==> config.mk <==
export PLATFORM = sky130hd
export DESIGN_NAME = muldiv_unit_flat
export DESIGN_NICKNAME = d
export VERILOG_FILES = /design/src/rtl/muldiv_if.sv /design/src/rtl/muldiv_unit.sv /design/src/flat_wrapper.sv
export SDC_FILE = /design/constraint.sdc
export NUM_CORES = 1
export LEC_CHECK = 0
export ABC_AREA = 0
export BUFFER_PORTS_ARGS = -buffer_cell sky130_fd_sc_hd__buf_2
export CORE_ASPECT_RATIO = 1.2
export CORE_MARGIN = 2
export CORE_UTILIZATION = 40
export DETAILED_ROUTE_END_ITERATION = 8
export SYNTH_ARGS = -nofsm -noshare
export SYNTH_HDL_FRONTEND = slang
export SYNTH_SLANG_ARGS = --single-unit
==> constraint.sdc <==
create_clock -name clk -period 12.09 [get_ports clk]
set_input_delay 2.418 -clock clk [delete_from_list [all_inputs] [get_ports clk]]
set_output_delay 2.418 -clock clk [all_outputs]
set_load 0.05 [all_outputs]
==> src/rtl/muldiv_if.sv <==
// Handshake and operand/result bundle between a requester (master) and the
// iterative multiply/divide unit (slave).
interface muldiv_if #(
   parameter int WIDTH = 32
);
   logic             start;
   logic [1:0]       op;
   logic [WIDTH-1:0] a;
   logic [WIDTH-1:0] b;
   logic             busy;
   logic             done;
   logic [WIDTH-1:0] w;
   logic             zero;

   modport master (output start, op, a, b, input busy, done, w, zero);
   modport slave  (input start, op, a, b, output busy, done, w, zero);
endinterface

==> src/rtl/muldiv_unit.sv <==
// Iterative radix-2 signed multiply (MUL/MULH) and restoring divide (DIV/REM).
// Fixed 33-cycle busy window, one-cycle done pulse, result held in w.
module muldiv_unit #(
   parameter int WIDTH = 32
) (
   input  logic     clk,
   input  logic     rst,
   muldiv_if.slave  bus
);
   localparam int CW = $clog2(WIDTH);
   localparam logic [CW-1:0] LAST = CW'(WIDTH - 1);

   typedef enum logic [1:0] {IDLE, CALC, DONE} state_t;

   state_t           state_q, state_d;
   logic [CW-1:0]    cnt_q, cnt_d;
   logic             fin_q, fin_d;
   logic [WIDTH-1:0] hi_q, hi_d;
   logic [WIDTH-1:0] lo_q, lo_d;
   logic [WIDTH-1:0] opnd_q, opnd_d;
   logic [1:0]       op_q, op_d;
   logic             sa_q, sa_d;
   logic             sb_q, sb_d;
   logic [WIDTH-1:0] w_q, w_d;
   logic             busy_q, busy_d;
   logic             done_q, done_d;

   logic [WIDTH-1:0]   abs_a, abs_b;
   logic [WIDTH:0]     mul_sum;
   logic [WIDTH:0]     div_shift;
   logic [WIDTH-1:0]   div_sub;
   logic               div_borrow;
   logic [2*WIDTH-1:0] prod, prod_s;
   logic [WIDTH-1:0]   quo_s, rem_s;
   logic [WIDTH-1:0]   res;

   assign abs_a = bus.a[WIDTH-1] ? -bus.a : bus.a;
   assign abs_b = bus.b[WIDTH-1] ? -bus.b : bus.b;

   // Multiply: hi:lo holds partial product over the multiplier, shifted right each step.
   assign mul_sum = {1'b0, hi_q} + {1'b0, (lo_q[0] ? opnd_q : '0)};

   // Divide: hi is the partial remainder, lo shifts dividend bits out and quotient bits in.
   assign div_shift  = {hi_q, lo_q[WIDTH-1]};
   assign div_borrow = div_shift < {1'b0, opnd_q};
   assign div_sub    = div_shift[WIDTH-1:0] - opnd_q;

   assign prod   = {hi_q, lo_q};
   assign prod_s = (sa_q ^ sb_q) ? -prod : prod;
   assign quo_s  = (sa_q ^ sb_q) ? -lo_q : lo_q;
   assign rem_s  = sa_q ? -hi_q : hi_q;

   always_comb begin
      res = prod_s[WIDTH-1:0];
      case (op_q)
         2'b00: res = prod_s[WIDTH-1:0];
         2'b01: res = prod_s[2*WIDTH-1:WIDTH];
         2'b10: res = (opnd_q == '0) ? '1 : quo_s;
         2'b11: res = rem_s;
         default: res = prod_s[WIDTH-1:0];
      endcase
   end

   always_comb begin
      state_d = state_q;
      cnt_d   = cnt_q;
      fin_d   = fin_q;
      hi_d    = hi_q;
      lo_d    = lo_q;
      opnd_d  = opnd_q;
      op_d    = op_q;
      sa_d    = sa_q;
      sb_d    = sb_q;
      w_d     = w_q;
      busy_d  = busy_q;
      done_d  = 1'b0;
      case (state_q)
         IDLE: begin
            busy_d = 1'b0;
            if (bus.start) begin
               state_d = CALC;
               busy_d  = 1'b1;
               op_d    = bus.op;
               sa_d    = bus.a[WIDTH-1];
               sb_d    = bus.b[WIDTH-1];
               cnt_d   = '0;
               fin_d   = 1'b0;
               hi_d    = '0;
               lo_d    = bus.op[1] ? abs_a : abs_b;
               opnd_d  = bus.op[1] ? abs_b : abs_a;
            end
         end
         CALC: begin
            if (!fin_q) begin
               if (op_q[1]) begin
                  hi_d = div_borrow ? div_shift[WIDTH-1:0] : div_sub;
                  lo_d = {lo_q[WIDTH-2:0], ~div_borrow};
               end else begin
                  hi_d = mul_sum[WIDTH:1];
                  lo_d = {mul_sum[0], lo_q[WIDTH-1:1]};
               end
               cnt_d = cnt_q + 1'b1;
               if (cnt_q == LAST) fin_d = 1'b1;
            end else begin
               // Final CALC cycle applies sign correction into the result register.
               w_d     = res;
               state_d = DONE;
               busy_d  = 1'b0;
               done_d  = 1'b1;
               fin_d   = 1'b0;
            end
         end
         DONE: begin
            state_d = IDLE;
            busy_d  = 1'b0;
         end
         default: begin
            state_d = IDLE;
            busy_d  = 1'b0;
         end
      endcase
   end

   always_ff @(posedge clk or posedge rst) begin
      if (rst) begin
         state_q <= IDLE;
         cnt_q   <= '0;
         fin_q   <= 1'b0;
         hi_q    <= '0;
         lo_q    <= '0;
         opnd_q  <= '0;
         op_q    <= '0;
         sa_q    <= 1'b0;
         sb_q    <= 1'b0;
         w_q     <= '0;
         busy_q  <= 1'b0;
         done_q  <= 1'b0;
      end else begin
         state_q <= state_d;
         cnt_q   <= cnt_d;
         fin_q   <= fin_d;
         hi_q    <= hi_d;
         lo_q    <= lo_d;
         opnd_q  <= opnd_d;
         op_q    <= op_d;
         sa_q    <= sa_d;
         sb_q    <= sb_d;
         w_q     <= w_d;
         busy_q  <= busy_d;
         done_q  <= done_d;
      end
   end

   assign bus.busy = busy_q;
   assign bus.done = done_q;
   assign bus.w    = w_q;
   assign bus.zero = ~|w_q;
endmodule

==> src/flat_wrapper.sv <==
// flat-port wrapper written by rule: the top's interface ports become plain ports
module muldiv_unit_flat 
#(
   parameter int WIDTH = 32
)
  (clk, rst, bus_start, bus_op, bus_a, bus_b, bus_busy, bus_done, bus_w, bus_zero);
  muldiv_if #(.WIDTH(WIDTH)) bus_i ();
  input  logic clk;
  input  logic rst;
  input wire logic [$bits(bus_i.start)-1:0] bus_start;
  input wire logic [$bits(bus_i.op)-1:0] bus_op;
  input wire logic [$bits(bus_i.a)-1:0] bus_a;
  input wire logic [$bits(bus_i.b)-1:0] bus_b;
  output wire logic [$bits(bus_i.busy)-1:0] bus_busy;
  output wire logic [$bits(bus_i.done)-1:0] bus_done;
  output wire logic [$bits(bus_i.w)-1:0] bus_w;
  output wire logic [$bits(bus_i.zero)-1:0] bus_zero;
  assign bus_i.start = bus_start;
  assign bus_i.op = bus_op;
  assign bus_i.a = bus_a;
  assign bus_i.b = bus_b;
  assign bus_busy = bus_i.busy;
  assign bus_done = bus_i.done;
  assign bus_w = bus_i.w;
  assign bus_zero = bus_i.zero;
  muldiv_unit #(.WIDTH(WIDTH)) u_core (.clk(clk), .rst(rst), .bus(bus_i));
endmodule
== After elaboration in Yosys (flattened, before gate mapping) ==
Index checks and enable logic that the tools add are counted.

* Flip-flop bits (word level): 142
* Memory bits (writable): 0
* Bits in latches: 0
* Memories kept: 0
* Bits in read-only memories: 0

* Divide/modulo/power cells: 0
* Reductions and logical operators: 11
* Eq/ne operators: 8
* $lt $le $gt $ge: 1
* Shifts and indexed selects: 0
* Add/sub/neg operators: 8
* Multiplexer cells: 34
* Multiply operators: 0
* Bitwise logic cells: 2

{| class="wikitable"
|+ Operator list
! cell !! count
|-
| 32-bit 2-to-1 mux || 15
|-
| 32-bit negator || 4
|-
| 32-bit one-hot mux with 2 select lines || 2
|-
| 32-bit one-hot mux with 4 select lines || 1
|-
| 64-bit 2-to-1 mux || 1
|-
| 64-bit negator || 1
|-
| 32-bit by 32-bit adder with 33-bit output || 1
|-
| 33-bit by 32-bit less-than comparator with 1-bit output || 1
|-
| 32-bit logical NOT || 1
|-
| 32-bit OR reduction || 1
|-
| 32-bit subtractor || 1
|-
| 5-bit 2-to-1 mux || 2
|-
| 5-bit one-hot mux with 2 select lines || 1
|-
| 2-bit AND reduction || 4
|-
| 1-bit 2-to-1 mux || 7
|-
| 5-bit by 1-bit adder with 5-bit output (second input constant) || 1
|-
| 5-bit equality test (second input constant) || 1
|-
| 2-bit by 1-bit equality test with 1-bit output (second input constant) || 2
|-
| 2-bit equality test (second input constant) || 2
|-
| 2-bit logical NOT || 2
|-
| 2-bit 2-to-1 mux || 2
|-
| 2-bit != test (second input constant) || 2
|-
| 1-bit one-hot mux with 2 select lines || 2
|-
| 2-bit one-hot mux with 2 select lines || 1
|-
| other kinds (6) || 6
|}

== Depth between registers and ports, before layout ==
* Word-level depth: 5
* Gate-level depth with buffers: 14

== Least setup slack after synthesis ==
Ideal clock, no wire load.

* Path type: input port to flip-flop
* From: input port bus_b[12]
* To: register u_core.lo_q[31]
* Stages on the path: 9
* Library setup time: 77 ps
* Required time: 12013 ps
* Path buffers: 0
* Arrival: 4920 ps
* Setup slack: 7093 ps
* Path through: or4_4 -> or4_1 -> or3_1 -> or2_1 -> or3_4 -> nor4_2 -> mux2_2 -> o211ai_1 -> o21ai_1

* Word-level cells in the longest chain between the ends: 5

{| class="wikitable"
|+ RTL lines
! element !! RTL line !! text
|-
| start, declared || flat_wrapper.sv:13 || <nowiki>input wire logic [$bits(bus_i.b)-1:0] bus_b;</nowiki>
|-
| 32-bit negator || muldiv_unit.sv:38 || <nowiki>assign abs_b = bus.b[WIDTH-1] ? -bus.b : bus.b;</nowiki>
|-
| 32-bit 2-to-1 mux || muldiv_unit.sv:38 ||
|-
| 32-bit 2-to-1 mux || muldiv_unit.sv:89 || <nowiki>lo_d = bus.op[1] ? abs_a : abs_b;</nowiki>
|-
| 32-bit 2-to-1 mux || muldiv_unit.sv:80 || <nowiki>if (bus.start) begin</nowiki>
|-
| 32-bit one-hot mux with 2 select lines || muldiv_unit.sv:77 || <nowiki>case (state_q)</nowiki>
|-
| end signal, assigned || muldiv_unit.sv:143 || <nowiki>lo_q <= lo_d;</nowiki>
|-
| end, declared || muldiv_unit.sv:19 || <nowiki>logic [WIDTH-1:0] lo_q, lo_d;</nowiki>
|}

Every way passes these cells. The select of a mux whose other input is x is not followed.
A chain may end at the register's enable or synchronous reset.

== Worst setup path after layout ==
Same ends and word-level chain as after synthesis.

==> results.txt <==
status: completed
Initial Util: 40.5%
CP top delay family: simple AND/OR/NAND/NOR gates
Worst path max stage delay: 0.56 ns
number of global-route vias before repair: 13500
arrival time at the worst endpoint: 5.29 ns
routing usage on met1: 35.0%
CTS tree: done
EDFF count, synth: 0
H-Tree Level Count: 4
Post-route DRC: 0
hold crit path type: flip-flop to flip-flop
clock sinks: 142
first-pass GRT wire length: 78.2 mm
# Max-Cap Violations: 0
critical path peak fanout: 5
startpoint types: input pin
Hold Violations, Final: 0
hold_buf cts: 0
top post-synthesis cells by area: dfrtp_1 (25%), a21oi_1 (6.5%), xnor2_1 (6.3%), ha_1 (6.2%), o21ai_0 (5.8%)
RSZ-0062 raised after global routing: false
CP Cell Sequence: buf_2 -> or4_4 -> or4_1 -> or3_1 -> or2_1 -> or3_4 -> nor4_2 -> mux2_2 -> o211ai_1 -> o21ai_1
slew margin rel.: 24.8%
total grt overflow: 0
simple-gate share of the synthesized area: 20.5%
CTS Root Cell: clkbuf_16
Slew @ Worst Pin: 1.13 ns
pin count of the biggest net entering global routing: 114
diode count: 0
FFs w/ async S/R, synth: 100%
clock latency on the worst-skew pair: 0.46 ns
Final period util: 40.7%
largest area contributor in the netlist: dfrtp_1
Post-Syn Area: 14100 um2
Setup WS pre-CTS: 6.74 ns
TNS Setup: 0 ns
Max Fclk: 203 MHz
Setup crit end kind: flip-flop
initial antenna violation count: 0
synth cell count leaders: nor2_1 (193), a21oi_1 (183), nand2_1 (174)
mux cell area share after synthesis: 5.20%
Longest Clk Path Bufs: 2
final WL: 50.1 mm
final worst slack: 7.17 ns
input/output buffers: 103
synthesized net count: 2012
post-synth cell types: 75
fraction of layout instances using a drive strength above 1: 10.2%
CP Buf/Inv Count: 1
Setup violations, final: 0
postcts setup bufs: 0
GRT Max-Usage Layer: met2
synth-to-layout area growth: 9.76%
CTS buffer count: 17
# rows: 75
Final Skew: 0.0149 ns
post-synth top area share: 25.2%
CTS resizes: 0
grt met3 use: 3.22%
IO Pins: 104
Initial DRC Count: 1220
Vias: 14300
vias per cell: 6.04
fin nets: 2030
final non-filler cell total: 2363
Die ar.: 36800 um2
Min Hold Slack: 0.477 ns
core area: 34900 um2
sequential cell area fraction in the yosys report: 25.2%
syn_area_per_cell: 7.55 um2
Die Y: 210 um
Synth Area in XOR/XNOR: 11.3%
most frequent cell after synthesis: nor2_1
WS Path Type: input pin to flip-flop
largest family of logic cells by synthesized area: compound AO/OA/AOI/OAI gates
Synthesis Warnings: 0
max-slew violations: 0
Post-synth top flop: dfrtp_1
Slowest-stage cell, CP: or4_4
Tmin final: 4.92 ns
hpwl dp: 38.0 mm
WL per Instance: 21.2 um
Required @ worst endpoint: 12.45 ns
Synth Area in Compound Gates: 26.3%
GRT Util Overall: 27.3%
GP Congestion: 0.939
cells after synthesis: 1871
Die X: 176 um
met2 Use GR: 44.7%
Post-Synth Adder-Cell Area: 6.48%
dpl cells: 2332
Synth Register Bits: 142
DRT Pass-1 Iters: 6
DRT antenna net count: 0
Clock transition at path regs: 0.06 ns
## layout by cell type, fill, tap and decap left out, types with 8 or more instances in the layout
cell type	instances
or3_1	18
ha_1	70
mux2_2	11
a31oi_1	10
and2_1	9
or4_1	14
o22ai_1	18
dfrtp_1	141
and3_1	8
nor4_1	37
a22oi_1	22
o211ai_1	20
nor2_1	191
nor2b_1	9
xnor2_1	102
a211oi_1	11
nand2_1	173
mux2i_1	61
a21o_1	37
a21oi_1	183
xor2_1	79
inv_1	65
o21ai_0	164
nand3_1	51
nand2b_1	17
o31ai_1	27
nor3_1	47
buf_2	102
buf_4	19
a221oi_1	19
nand4_1	14
clkbuf_16	17
o41ai_1	12
## path summary, 6_finish.rpt
| check | start | endpoint | slack [ns] | cells past startpoint |
|---|---|---|---|---|
| worst max-delay path | bus_b[12] | u_core.lo_q[31] | 7.17 | 10 |
| worst min-delay path | u_core.cnt_q[4] | u_core.cnt_q[4] | 0.48 | 2 |
| worst max register to register | u_core.hi_q[13] | u_core.hi_q[25] | 7.92 | 10 |
| worst min register to register | u_core.cnt_q[4] | u_core.cnt_q[4] | 0.48 | 2 |
| min in group asynchronous | rst | u_core.cnt_q[4] | 2.08 | 2 |
| max in group asynchronous | rst | u_core.op_q[1] | 8.53 | 3 |
## metrics by stage
stage	cell area, um2	util (%)
after CTS	15500	44.4
after detailed placement	14900	42.7
final	15500	44.4
after floorplan	14100	-
after global routing	15500	44.4
after global placement	14900	42.7
## layout make-up
type	instances	area [um2]
clock buffers	23	478
clock inverters	8	106
fillers	3578	19400
inverters	67	256
multi-input cells	1540	9880
flip-flops and latches	142	3550
well taps	462	578
repair buffers	121	653
## state kept, by name, indices dropped and copies added, names as in the netlist
name,flops
u_core.opnd_q,32
u_core.lo_q,32
u_core.state_q,2
u_core.bus.done,1
u_core.cnt_q,5
u_core.bus.busy,1
u_core.sb_q,1
u_core.bus.w,32
u_core.hi_q,32
u_core.fin_q,1
u_core.op_q,2
u_core.sa_q,1
## layer usage
layer / wire length, um / up-vias / part of all wire (%)
met5: 0 / - / 0
li1: - / 6833 / -
met4: 2740 / 0 / 5.5
met3: 2890 / 94 / 5.8
met1: 21000 / 6832 / 42
met2: 23500 / 517 / 47
## kinds of logic after synthesis
group | after synthesis
flops | 142
simple gates | 617
buf+inv | 189
xor+xnor | 182
compound gates | 597
mux | 72
fa+ha+maj | 72
## worst reg2reg max path: stages (launching register included)
cell and delay [ns]:
dfrtp_1 0.59, ha_1 0.54, nand4_1 0.17, or3_1 0.39, o211ai_1 0.53, a21oi_1 0.41
o21ai_2 0.23, buf_4 0.43, mux2_2 0.42, a22oi_1 0.22, nand3_1 0.13
Power is left out: the tool's default activity adds up to more than one toggle a clock period on the data nets, which glitch-free logic cannot reach.
